**src/rtl/tcb_pkg.sv**
```systemverilog
// Shared TCB types: handshake/bus/packing configs, request/response payloads and defaults.
// Bus payload widths are fixed here; controllers check their BUS parameter against them.
package tcb_pkg;

    typedef enum logic {HALF_DUPLEX = 1'b0, FULL_DUPLEX = 1'b1} tcb_chn_t;
    typedef enum logic {LOG_SIZE = 1'b0, BYTE_ENA = 1'b1} tcb_mod_t;
    typedef enum logic {DESCENDING = 1'b0, ASCENDING = 1'b1} tcb_ord_t;
    typedef enum logic [1:0] {BI_NDN = 2'd0, LITTLE = 2'd1, BIG = 2'd2} tcb_ndn_t;

    typedef struct packed {
        int unsigned DLY;
    } tcb_hsk_t;

    typedef struct packed {
        int unsigned ADR;
        int unsigned DAT;
        tcb_chn_t    CHN;
        tcb_mod_t    MOD;
        tcb_ord_t    ORD;
        tcb_ndn_t    NDN;
    } tcb_bus_t;

    typedef struct packed {
        int unsigned MIN;
        int unsigned OFF;
        int unsigned ALN;
        int unsigned BND;
    } tcb_pck_t;

    localparam int unsigned TCB_ADR = 32;
    localparam int unsigned TCB_DAT = 32;
    localparam int unsigned TCB_BEN = TCB_DAT / 8;

    localparam tcb_hsk_t TCB_HSK_DEF = '{DLY: 1};
    localparam tcb_bus_t TCB_BUS_DEF = '{ADR: TCB_ADR, DAT: TCB_DAT, CHN: HALF_DUPLEX,
                                         MOD: BYTE_ENA, ORD: DESCENDING, NDN: BI_NDN};
    localparam tcb_pck_t TCB_PCK_DEF = '{MIN: 0, OFF: 0, ALN: 0, BND: 0};

    typedef struct packed {
        logic err;
    } tcb_rsp_sts_t;

    typedef struct packed {
        logic               wen;
        logic               ndn;
        logic [TCB_ADR-1:0] adr;
        logic [TCB_BEN-1:0] ben;
        logic [TCB_DAT-1:0] wdt;
    } tcb_req_t;

    typedef struct packed {
        logic [TCB_DAT-1:0] rdt;
        tcb_rsp_sts_t       sts;
    } tcb_rsp_t;

endpackage

```
**src/rtl/tcb_if.sv**
```systemverilog
// TCB point-to-point link: request valid/ready plus request and response payloads.
// Clock and synchronous reset travel with the link so both ends share them.
interface tcb_if (
    input logic clk,
    input logic rst
);
    import tcb_pkg::*;

    logic     vld;
    logic     rdy;
    tcb_req_t req;
    tcb_rsp_t rsp;

    modport man (input clk, input rst, output vld, output req, input rdy, input rsp);
    modport sub (input clk, input rst, input vld, input req, output rdy, output rsp);

endinterface

```
**src/rtl/tcb_lib_delay_pipe.sv**
```systemverilog
// Generic register delay line of DLY stages (DLY=0 is a wire).
// Latency DLY cycles; no backpressure, every stage advances each cycle; stages clear on rst.
module tcb_lib_delay_pipe #(
    parameter int WIDTH = 1,
    parameter int DLY   = 1
) (
    input  logic             clk,
    input  logic             rst,
    input  logic [WIDTH-1:0] din,
    output logic [WIDTH-1:0] dout
);

    generate
        if (DLY == 0) begin : g_bypass
            logic unused_ctl;
            assign unused_ctl = clk | rst;
            assign dout       = din;
        end else begin : g_pipe
            logic [DLY-1:0][WIDTH-1:0] stg;

            always_ff @(posedge clk) begin
                if (rst) begin
                    stg <= '0;
                end else begin
                    stg[0] <= din;
                    for (int s = 1; s < DLY; s++) begin
                        stg[s] <= stg[s-1];
                    end
                end
            end

            assign dout = stg[DLY-1];
        end
    endgenerate

endmodule

```
**src/rtl/tcb_lib_misaligned_sram_controller.sv**
```systemverilog
// Maps a byte-enable TCB bus onto independent SRAM banks so misaligned accesses finish in one transfer.
// Latency HSK.DLY cycles request->response; always ready, one transfer per cycle, no backpressure.
module tcb_lib_misaligned_sram_controller
    import tcb_pkg::*;
#(
    parameter  tcb_hsk_t HSK     = TCB_HSK_DEF,
    parameter  tcb_bus_t BUS     = TCB_BUS_DEF,
    parameter  tcb_pck_t PCK     = TCB_PCK_DEF,
    localparam int       BUS_BEN = int'(BUS.DAT / 8),
    localparam int       BUS_MAX = $clog2(BUS_BEN),
    localparam int       MEM_CEN = BUS_BEN >> PCK.OFF,
    localparam int       MEM_ADR = int'(BUS.ADR) - BUS_MAX,
    localparam int       MEM_DAT = int'(BUS.DAT) / MEM_CEN
) (
    tcb_if.sub                               tcb,
    output logic [MEM_CEN-1:0]               mem_cen,
    output logic                             mem_wen,
    output logic [MEM_CEN-1:0][MEM_ADR-1:0]  mem_adr,
    output logic [MEM_CEN-1:0][MEM_DAT-1:0]  mem_wdt,
    input  logic [MEM_CEN-1:0][MEM_DAT-1:0]  mem_rdt
);

    localparam int BNK_BEN = 2 ** PCK.OFF;

    generate
        if (HSK.DLY == 0) begin : g_err_dly
            $error("response delay DLY must be at least 1");
        end
        if (BUS.MOD != BYTE_ENA) begin : g_err_mod
            $error("only byte-enable bus mode is supported");
        end
        if (BUS.CHN != HALF_DUPLEX) begin : g_err_chn
            $error("only half-duplex channel is supported");
        end
        if (BUS.ADR != TCB_ADR || BUS.DAT != TCB_DAT) begin : g_err_width
            $error("BUS widths must match the tcb_if payload widths");
        end
    endgenerate

    logic               req_act;
    logic [MEM_ADR-1:0] wa;
    logic [BUS_MAX-1:0] bank_off;
    logic [BUS.DAT-1:0] rdt_mem;
    logic               rd_q;
    tcb_rsp_t           rsp_d;
    logic [$bits(tcb_rsp_t)-1:0] rsp_q;
    logic               unused_ndn;

    assign tcb.rdy    = 1'b1;
    assign unused_ndn = tcb.req.ndn;

    // A request seen during reset never reaches the banks.
    assign req_act  = tcb.vld & ~tcb.rst;
    assign mem_wen  = req_act & tcb.req.wen;
    assign wa       = tcb.req.adr[BUS.ADR-1:BUS_MAX];
    assign bank_off = tcb.req.adr[BUS_MAX-1:0] >> PCK.OFF;

    // Banks below the start offset hold the wrapped upper bytes, so they address the next word.
    for (genvar i = 0; i < MEM_CEN; i++) begin : g_bank
        localparam logic [BUS_MAX-1:0] BANK_IDX = BUS_MAX'(i);

        assign mem_adr[i] = wa + MEM_ADR'(BANK_IDX < bank_off);
        assign mem_cen[i] = req_act & (|tcb.req.ben[i*BNK_BEN +: BNK_BEN]);
        assign mem_wdt[i] = tcb.req.wdt[i*MEM_DAT +: MEM_DAT];
        assign rdt_mem[i*MEM_DAT +: MEM_DAT] = mem_rdt[i];

        if (PCK.OFF > 0) begin : g_ben_chk
            always_ff @(posedge tcb.clk) begin
                if (!tcb.rst && tcb.vld) begin
                    assert ((&tcb.req.ben[i*BNK_BEN +: BNK_BEN]) || !(|tcb.req.ben[i*BNK_BEN +: BNK_BEN]))
                        else $error("partial byte enable within a bank");
                end
            end
        end
    end

    // Tracks whether the SRAM output this cycle belongs to a read, so idle/reset rdt stays 0.
    always_ff @(posedge tcb.clk) begin
        if (tcb.rst) begin
            rd_q <= 1'b0;
        end else begin
            rd_q <= req_act & ~tcb.req.wen;
        end
    end

    always_comb begin
        rsp_d         = '0;
        rsp_d.rdt     = rd_q ? rdt_mem : '0;
        rsp_d.sts.err = 1'b0;
    end

    tcb_lib_delay_pipe #(
        .WIDTH ($bits(tcb_rsp_t)),
        .DLY   (int'(HSK.DLY) - 1)
    ) u_rsp_dly (
        .clk  (tcb.clk),
        .rst  (tcb.rst),
        .din  (rsp_d),
        .dout (rsp_q)
    );

    assign tcb.rsp = rsp_q;

endmodule

```
**src/flat_wrapper.sv**
```systemverilog
// flat-port wrapper written by rule: the top's interface ports become plain ports
module tcb_lib_misaligned_sram_controller_flat import tcb_pkg::*;
#(
    parameter  tcb_hsk_t HSK     = TCB_HSK_DEF,
    parameter  tcb_bus_t BUS     = TCB_BUS_DEF,
    parameter  tcb_pck_t PCK     = TCB_PCK_DEF,
    localparam int       BUS_BEN = int'(BUS.DAT / 8),
    localparam int       BUS_MAX = $clog2(BUS_BEN),
    localparam int       MEM_CEN = BUS_BEN >> PCK.OFF,
    localparam int       MEM_ADR = int'(BUS.ADR) - BUS_MAX,
    localparam int       MEM_DAT = int'(BUS.DAT) / MEM_CEN
)
  (mem_cen, mem_wen, mem_adr, mem_wdt, mem_rdt, clk, rst, tcb_vld, tcb_req, tcb_rdy, tcb_rsp);
  tcb_if tcb_i (.clk(clk), .rst(rst));
  output logic [MEM_CEN-1:0] mem_cen;
  output logic mem_wen;
  output logic [MEM_CEN-1:0][MEM_ADR-1:0] mem_adr;
  output logic [MEM_CEN-1:0][MEM_DAT-1:0] mem_wdt;
  input  logic [MEM_CEN-1:0][MEM_DAT-1:0] mem_rdt;
  input wire logic clk;
  input wire logic rst;
  input wire logic [$bits(tcb_i.vld)-1:0] tcb_vld;
  input wire logic [$bits(tcb_i.req)-1:0] tcb_req;
  output wire logic [$bits(tcb_i.rdy)-1:0] tcb_rdy;
  output wire logic [$bits(tcb_i.rsp)-1:0] tcb_rsp;
  assign tcb_i.vld = tcb_vld;
  assign tcb_i.req = tcb_req;
  assign tcb_rdy = tcb_i.rdy;
  assign tcb_rsp = tcb_i.rsp;
  tcb_lib_misaligned_sram_controller #(.HSK(HSK), .BUS(BUS), .PCK(PCK)) u_core (.tcb(tcb_i), .mem_cen(mem_cen), .mem_wen(mem_wen), .mem_adr(mem_adr), .mem_wdt(mem_wdt), .mem_rdt(mem_rdt));
endmodule
```
**config.mk**
```make
export PLATFORM = sky130hd
export DESIGN_NAME = tcb_lib_misaligned_sram_controller_flat
export DESIGN_NICKNAME = d
export VERILOG_FILES = /design/src/rtl/tcb_pkg.sv /design/src/rtl/tcb_if.sv /design/src/rtl/tcb_lib_delay_pipe.sv /design/src/rtl/tcb_lib_misaligned_sram_controller.sv /design/src/flat_wrapper.sv
export SDC_FILE = /design/constraint.sdc
export NUM_CORES = 1
export LEC_CHECK = 0
export CAP_MARGIN = 0
export CORE_ASPECT_RATIO = 0.75
export CORE_MARGIN = 8
export CORE_UTILIZATION = 29
export CTS_BUF_LIST = sky130_fd_sc_hd__clkbuf_8
export DETAILED_ROUTE_END_ITERATION = 10
export PLACE_DENSITY = 0.87
export SYNTH_ARGS = -nofsm -noshare
export SYNTH_HDL_FRONTEND = slang
export SYNTH_SLANG_ARGS = --single-unit
```
**constraint.sdc**
```tcl
create_clock -name clk -period 3.41 [get_ports clk]
set_input_delay 0.8525 -clock clk [delete_from_list [all_inputs] [get_ports clk]]
set_output_delay 0.8525 -clock clk [all_outputs]
set_load 0.02 [all_outputs]
```
==> run_results.csv <==
group,metric,value,unit
run_status,status,"complete, no violations",
worst_hold_path,min_path_type,"input pin to flop",
layout,drive_above_1_share,37.0,%
floorplanning,core.rowCount,30,
setup_path,crit_start,"tcb_req[37]",
timing,final_hold_viol_count,0,
synthesis,synth_top_area_cell,"buf_4",
global_routing,antenna_found_initial,0,
route,drt-initial-drc-count,154,
layout,final_cell_count_no_fill,714,
placement,hpwl,12.4,mm
layout,nFillCells,780,
floorplanning,start_util,29.4,%
route,final_antenna_net_count,0,
synthesis,synth_fp_nets,481,
timing,drv_slew,0,
timing,fin_crit_sh,98.9,%
layout,multi_input_area,2170,um2
floorplanning,coreArea,8930,um2
timing,setup_ws,0.0370,ns
pwr,p_total,603,uW
global_routing,overflow,0,
layout,utilization,57.8,%
setup_path,critPathCapture,"mem_adr[11]",
pwr,power_density,117,nW/um2
global_routing,grt_pass1_vias,3753,
placement,port_buffers,228,
synthesis,synthArstFlopShare,0,%
route,first_pass_iters,5,
route,avgViaCountPerCell,4.86,
synthesis,synth_edf_count,0,
synthesis,synth_cells,370,
synthesis,netlist.area_leader.share,21.7,%
setup_path,cp_data_required_time,2.56,ns
clock_tree,clk_pin_slew,0,ns
timing,slew_headroom,50.6,%
layout,largestRegisters,"u_core.rd_q x1",
placement,place_inst,710,
global_routing,grt_use_total,21.9,%
synthesis,synth_cell_types,31,
layout,regMostFlops,"u_core.rd_q",
floorplanning,dieArea,12400,um2
timing,post-route-min-period,3.37,ns
synthesis,synth.most_common_cell,"buf_4",
setup_path,cp.arrival,2.52,ns
route,drt-total-wl,14.7,mm
synthesis,ys.flop_type,"dfxtp_1",
global_routing,grt_start_max_net_pins,33,
floorplanning,die_h,98.4,um
synthesis,syn-mean-instance-area,7.10,um2
route,avgRoutedWirePerCell,20.5,um
synthesis,synthTopCellsByCount,"76 x buf_4, 46 x xnor2_1, 39 x and2_1, 39 x xor2_1, 24 x nand2_1",
job,drv_cap,0,
pwr,p_leak,2.22,nW
route,drc,0,
layout,final_area,5170,um2
synthesis,yosys_warnings,0,
setup_path,cp-start-kind,"input pin",
floorplanning,io-pin-count,296,
synthesis,synthTopCellsByArea,"buf_4 22%, xnor2_1 15%, xor2_1 13%, and2_1 9.3%, nand3_1 3.8%",
placement,gp_congestion,0.964,
layout,largest_reg_flops,1,
setup_path,critPathCaptureType,"output pin",
synthesis,ys_ff_latch,1,
clock_tree,cts_hold_buffers,0,
timing,max_freq,296,MHz
synthesis,synth_area,2630,um2
timing,report.final.setup_viol,0,
floorplanning,die_w,126,um
layout,diodes,0,
layout,seq_area,20.0,um2
placement,dp_slack,-0.786,ns
placement,place_area,5100,um2
layout,area_growth,96.8,%
setup_path,crit_type,"input pin to output pin",
pwr,vdd_drop_max,0.0837,mV
setup_path,crit_fanout,3,
route,vias,3471,
layout,layout.nets,715,
synthesis,synth_seq_area_share,0.762,%
global_routing,grt_pass1_wl,21.9,mm
timing,worst_pin_slew,0.740,ns
-- metal layers --
metal	share of wire [%]	vias up	global-route usage, %
met5	0	-	0
met4	2.6	0	5.07
met3	11	30	7.61
li1	-	1614	-
met2	48	249	39.7
met1	38	1578	24.0
-- area by class of cell --
type / count / area share (%)
repair buffers: 328 / 54.6
multi-input cells: 269 / 42.0
flip-flops and latches: 1 / 0.387
inverters: 4 / 0.291
well taps: 112 / 2.71
-- worst min path at each step --
stage / start / endpoint / slack, ns / cells after the start
after floorplan: tcb_req[69] / u_core.rd_q$_SDFF_PP0_ / 0.92 / 1
after global placement: tcb_req[69] / u_core.rd_q$_SDFF_PP0_ / 1.40 / 2
after detailed placement: tcb_req[69] / u_core.rd_q$_SDFF_PP0_ / 1.45 / 2
after CTS: tcb_req[69] / u_core.rd_q$_SDFF_PP0_ / 1.44 / 2
after global routing: tcb_req[69] / u_core.rd_q$_SDFF_PP0_ / 1.49 / 2
final: tcb_req[69] / u_core.rd_q$_SDFF_PP0_ / 1.44 / 2
-- cells by family after synthesis --
| group | after synthesis | share of synthesized area [%] |
|---|---|---|
| xor gates and xnor gates | 85 | 28.3 |
| adders and majority gates | 6 | 2.86 |
| buffers and inverters | 100 | 26.3 |
| DFF | 1 | 0.762 |
| other | 2 | 0.286 |
| and+or+nand+nor | 176 | 41.4 |
-- power by group --
part	internal (mW)	leakage, nW	switching, mW
logic	0.279	2.21	0.309
registers	0.0124	0.00822	0.00285
clock network	0	0	0
total	0.291	2.22	0.312
-- per-stage QoR --
stage	hold slack, ns	TNS, ns
finish	1.44	0
global route	1.49	-0.00280
CTS	1.44	0
detailed placement	1.45	-47.67
global placement	1.40	-42.94
floorplan	0.924	0
-- timing repair --
action | in CTS | in global routing
gates resized for setup | 317 | 49
hold endpoints to repair | 0 | 0
pin swaps | 15 | 8
setup endpoints to repair | 86 | 36
buffers inserted | 4 | 0
-- cell usage in the layout (no fill, tap or decap), types with 16 or more instances in the layout --
master and n:
clkdlybuf4s50_1 120, buf_2 26, nand3_1 16, clkdlybuf4s15_2 16
and2_1 38, xnor2_1 46, xor2_1 39, nand2_1 24
dlygate4sd2_1 33, buf_4 114, nor2_1 20
-- worst max-delay path: stages --
cell,delay [ns]
clkdlybuf4s15_1,0.23
or2_2,0.36
buf_4,0.15
ha_2,0.21
nand4_1,0.17
buf_4,0.15
xnor2_1,0.12
clkdlybuf4s15_2,0.28
Power figures use the tool's default switching activity.
